[src/rtl/uart_pkg.sv]
// Shared UART definitions for the transmit and receive sides.
// Both ends import these defaults so their bit timing agrees.
package uart_pkg;

    localparam logic [1:0] IDLE  = 2'd0;
    localparam logic [1:0] START = 2'd1;
    localparam logic [1:0] DATA  = 2'd2;
    localparam logic [1:0] STOP  = 2'd3;

    localparam logic IDLE_LEVEL = 1'b1;

    localparam int DEF_CLKS_PER_BIT = 16;
    localparam int DEF_DATA_BITS    = 8;

endpackage

[src/rtl/uart_bit_timer.sv]
// Free-running per-bit cycle counter with synchronous clear.
// Flags the last cycle of a bit and the cycle just before it.
module uart_bit_timer
    import uart_pkg::*;
#(
    parameter int CLKS_PER_BIT = DEF_CLKS_PER_BIT
) (
    input  logic clk,
    input  logic rst_n,
    input  logic clear,
    output logic bit_end,
    output logic near_end
);

    localparam int CW = $clog2(CLKS_PER_BIT);
    localparam logic [CW-1:0] LAST = CW'(CLKS_PER_BIT - 1);
    localparam logic [CW-1:0] NEAR = CW'(CLKS_PER_BIT - 2);

    logic [CW-1:0] count;

    always_ff @(posedge clk or negedge rst_n) begin
        if (!rst_n) begin
            count <= '0;
        end else if (clear || count == LAST) begin
            count <= '0;
        end else begin
            count <= count + 1'b1;
        end
    end

    assign bit_end  = (count == LAST);
    assign near_end = (count == NEAR);

endmodule

[src/rtl/uart_tx_serializer.sv]
// UART transmitter: one word per valid/ready handshake, sent as
// start bit, DATA_BITS data bits LSB first, one stop bit.
module uart_tx_serializer
    import uart_pkg::*;
#(
    parameter int CLKS_PER_BIT = DEF_CLKS_PER_BIT,
    parameter int DATA_BITS    = DEF_DATA_BITS
) (
    input  logic                 clk,
    input  logic                 rst_n,
    input  logic                 tx_valid,
    input  logic [DATA_BITS-1:0] tx_data,
    output logic                 tx_ready,
    output logic                 tx_serial,
    output logic                 tx_busy,
    output logic                 tx_done
);

    localparam int IW = $clog2(DATA_BITS);
    localparam logic [IW-1:0] LAST_IDX = IW'(DATA_BITS - 1);

    logic [1:0]           state;
    logic [DATA_BITS-1:0] shift_reg;
    logic [IW-1:0]        bit_idx;
    logic                 bit_end;
    logic                 near_end;
    logic                 accept;

    assign accept = (state == IDLE) && tx_valid;

    uart_bit_timer #(
        .CLKS_PER_BIT(CLKS_PER_BIT)
    ) u_timer (
        .clk      (clk),
        .rst_n    (rst_n),
        .clear    (accept),
        .bit_end  (bit_end),
        .near_end (near_end)
    );

    // Outputs are registered: each one is loaded with its value for the
    // state being entered, so the line never depends on tx_valid/tx_data.
    always_ff @(posedge clk or negedge rst_n) begin
        if (!rst_n) begin
            state     <= IDLE;
            shift_reg <= '0;
            bit_idx   <= '0;
            tx_ready  <= 1'b1;
            tx_busy   <= 1'b0;
            tx_serial <= IDLE_LEVEL;
            tx_done   <= 1'b0;
        end else begin
            tx_done <= (state == STOP) && near_end;
            case (state)
                IDLE: begin
                    if (accept) begin
                        state     <= START;
                        shift_reg <= tx_data;
                        bit_idx   <= '0;
                        tx_ready  <= 1'b0;
                        tx_busy   <= 1'b1;
                        tx_serial <= 1'b0;
                    end
                end
                START: begin
                    if (bit_end) begin
                        state     <= DATA;
                        tx_serial <= shift_reg[0];
                    end
                end
                DATA: begin
                    if (bit_end) begin
                        if (bit_idx == LAST_IDX) begin
                            state     <= STOP;
                            tx_serial <= 1'b1;
                        end else begin
                            shift_reg <= {1'b0, shift_reg[DATA_BITS-1:1]};
                            bit_idx   <= bit_idx + 1'b1;
                            tx_serial <= shift_reg[1];
                        end
                    end
                end
                STOP: begin
                    if (bit_end) begin
                        state     <= IDLE;
                        tx_ready  <= 1'b1;
                        tx_busy   <= 1'b0;
                        tx_serial <= IDLE_LEVEL;
                    end
                end
                default: begin
                    state     <= IDLE;
                    tx_ready  <= 1'b1;
                    tx_busy   <= 1'b0;
                    tx_serial <= IDLE_LEVEL;
                end
            endcase
        end
    end

endmodule
[config.mk]
export PLATFORM = sky130hd
export DESIGN_NAME = uart_tx_serializer
export DESIGN_NICKNAME = d
export VERILOG_FILES = /design/src/rtl/uart_pkg.sv /design/src/rtl/uart_bit_timer.sv /design/src/rtl/uart_tx_serializer.sv
export SDC_FILE = /design/constraint.sdc
export NUM_CORES = 1
export LEC_CHECK = 0
export BUFFER_PORTS_ARGS = -buffer_cell sky130_fd_sc_hd__buf_2
export CORE_MARGIN = 1
export CORE_UTILIZATION = 55
export DETAILED_ROUTE_END_ITERATION = 7
export GPL_ROUTABILITY_DRIVEN = 0
export PLACE_DENSITY = 0.76
export SLEW_MARGIN = 5
export SYNTH_ARGS = -nofsm -noshare
export SYNTH_HDL_FRONTEND = slang
export SYNTH_SLANG_ARGS = --single-unit
[constraint.sdc]
create_clock -name clk -period 2.9 [get_ports clk]
set_clock_uncertainty 0.15 [all_clocks]
set_input_delay 0.145 -clock clk [delete_from_list [all_inputs] [get_ports clk]]
set_output_delay 0.145 -clock clk [all_outputs]
set_load 0.02 [all_outputs]
==> out/results.tsv <==
stage	metric	value	unit
finish	nets	161	
pwr	ir_drop	0.0005287	V
synth	netlist_instances	121	
synth	syn_nets	140	
critical_path	crit_path_start_kind	flip-flop	
finish	utilization	69.19	%
synth	syn_area	0.001194	mm2
pwr	leakage	0.6229	nW
route	wl_per_cell	14.65	um
synth	syn-mean-instance-area	9.865	um2
placement	io_buffer_count	14	
route	antenna_left	0	
pwr	pwr-share-seq	40.4	%
route	dr.pass1.iters	4	
global_routing	grt_max_degree	26	
cts	cts_resized	0	
cts	cts_root_buf	clkbuf_4	
finish	drive_above_1_share	17.73	%
global_routing	grt.overflow.total	0	
global_routing	antenna_found_initial	0	
global_routing	grt_pass1_vias	975	
placement	dpl.hpwl	1734	um
finish	largest_reg_flops	8	
cts	cts_tree	built	
critical_path	cp.required	2.94	ns
critical_path	worstSetupPathType	reg -> reg	
pwr	intPower	0.0007404	W
global_routing	track_usage	25.22	%
global_routing	grt_pass1_wl	4533	um
critical_path	rr_worst_depth	5	
job	cap_violations	0	
sta	final-max-slew-violation-count	0	
synth	netlist_top_cells_area	dfrtp_1 40%, ha_1 8.4%, nand3_1 5.9%, a22oi_1 4.4%, dfstp_2 4.4%	
sta	setup_tns	0	ns
finish	final_cell_mix	19 x dfrtp_1, 14 x nand3_1, 14 x buf_2	
finish	areaGrowthSynthToFinish	16.04	%
cts	path_clk_slew	0.11	ns
pwr	switching_share	41.48	%
critical_path	crit_arrival	2.27	ns
die	design.core.area	0.002002	mm2
cts	h-tree-depth	1	
die	initial_utilization	59.63	%
cts	post_cts_buffers	0	
die	io_pins	15	
cts	cts_sinks	21	
run_status	status	completed	
sta	slew_headroom	48.46	%
sta	finalCritPeriodShare	76.78	%
sta	period_needed	2.227	ns
sta	setup_viol	0	
cts	clk_latency	0.30	ns
pwr	clockPowerShare	11.0	%
critical_path	r2r-start	state[0]$_DFFE_PN0P_	
cts	cts-buffers-inserted	3	
critical_path	crit_fanout	25	
synth	synth_top_cell_by_area	dfrtp_1	
die	rows	16	
sta	hold_violations	0	
die	die_x	48.59	um
route	drc	0	
pwr	powerDensity	913.5	mW/mm2
critical_path	rrSetupSlack	0.67	ns
pwr	combPwrFrac	48.6	%
critical_path	r2r-end	state[1]$_DFFE_PN0P_	
pwr	p_switching	0.0005248	W
finish	final_common_cell	dfrtp_1	
sta	fmax	0.4491	GHz
synth	yosysWarnings	0	
die	die_h	48.59	um
synth	synth_top_cell_area_share	39.83	%
route	drtIter0Drc	33	
synth	ys_ff_latch	21	
cts	postCtsHoldBufs	10	
route	via_per_inst	5.863	
route	num_vias	985	
finish	n_antenna_cell	0	
route	drt-total-wl	2461	um
die	dieArea	0.002361	mm2
synth	yosysUniqueCellTypes	33	
critical_path	endpoint_kind	flip-flop	
sta	rsz0062_at_grt	false	
cts	clock_tree.buffer_depth	2	
synth	yosysSeqAreaShare	44.23	%
worst_hold_path	hp-class	in -> async	
sta	worst_pin_slew	0.7730	ns
sta	holdWs	0.1646	ns
-- kinds of logic (layout without fill, tap and decap cells) --
family	Yosys count	after routing	synth area share, %
DFF	21	21	44.24
adders and majority gates	8	8	8.386
and+or+nand+nor	44	44	20.02
muxes	3	3	3.039
AOI/OAI and AO/OA	29	29	17.72
buffers and inverters	14	34	5.136
xor gates and xnor gates	2	2	1.468
-- Yosys cell counts, drive strengths merged --
cell / number
dfstp: 2
nor2b: 1
buf: 7
dfrtp: 19
o311ai: 1
nand2: 13
mux2i: 1
a22o: 2
o21ai: 4
a2bb2oi: 1
a31oi: 1
mux2: 2
nand3: 14
nand4b: 2
o211ai: 6
or3: 1
nand2b: 1
xor2: 1
and3b: 1
and4: 1
and4b: 1
a22oi: 7
nand4: 5
and3: 1
xnor2: 1
clkbuf: 1
a21oi: 6
o2bb2ai: 1
inv: 6
ha: 8
nor2: 3
-- worst max-delay path, stage by stage, from the launching register on --
cell and delay, ns:
dfrtp_1 0.41, inv_1 0.08, ha_1 0.47, or3_4 0.50, a31oi_2 0.17, mux2_1 0.34
-- how the worst max path moves through the flow --
stage / startpoint / to / slack, ns
floorplan: state[0]$_DFFE_PN0P_ / state[1]$_DFFE_PN0P_ / 1.08
global placement: state[0]$_DFFE_PN0P_ / state[1]$_DFFE_PN0P_ / 0.75
detailed placement: state[0]$_DFFE_PN0P_ / state[1]$_DFFE_PN0P_ / 0.70
CTS: state[0]$_DFFE_PN0P_ / state[1]$_DFFE_PN0P_ / 0.68
global route: state[0]$_DFFE_PN0P_ / shift_reg[3]$_DFFE_PN0P_ / 0.44
finish: state[0]$_DFFE_PN0P_ / state[1]$_DFFE_PN0P_ / 0.67
-- per-layer routing --
layer	track usage, %	share of wire (%)
met2	39.44	48
met4	9.804	1.3
met1	34.76	47
met5	0	0
met3	4.717	3.9
-- power groups by stage --
stage	clock network [W]	logic, W	registers, W
final	0.000139	0.000615	0.000511
after global routing	0.000155	0.000696	0.000529
after CTS	0.000143	0.000615	0.000509
after detailed placement	0	0.000602	0.000515
after global placement	0	0.000568	0.000506
after floorplan	0	0.000487	0.000495
-- metrics by stage --
| step | setup slack [ns] | instance area, um2 | instances | total power (W) |
|---|---|---|---|---|
| 2_1_floorplan | 1.081 | 1194 | 121 | 0.0009816 |
| 3_3_place_gp | 0.7532 | 1259 | 154 | 0.001074 |
| 3_5_place_dp | 0.7017 | 1259 | 154 | 0.001117 |
| 4_1_cts | 0.6778 | 1385 | 168 | 0.001267 |
| 5_1_grt | 0.4362 | 1385 | 168 | 0.001380 |
| 6_report | 0.6734 | 1385 | 168 | 0.001265 |
-- area by class of cell --
cell class	count	area, um2
Clock buffer	4	26.28
Fill cell	165	616.8
Inverter	6	22.52
Multi-Input combinational cell	86	604.3
Sequential cell	21	528.0
Tap cell	27	33.78
Timing Repair Buffer	24	170.2
No activity file was read; power rests on OpenSTA's default activity.
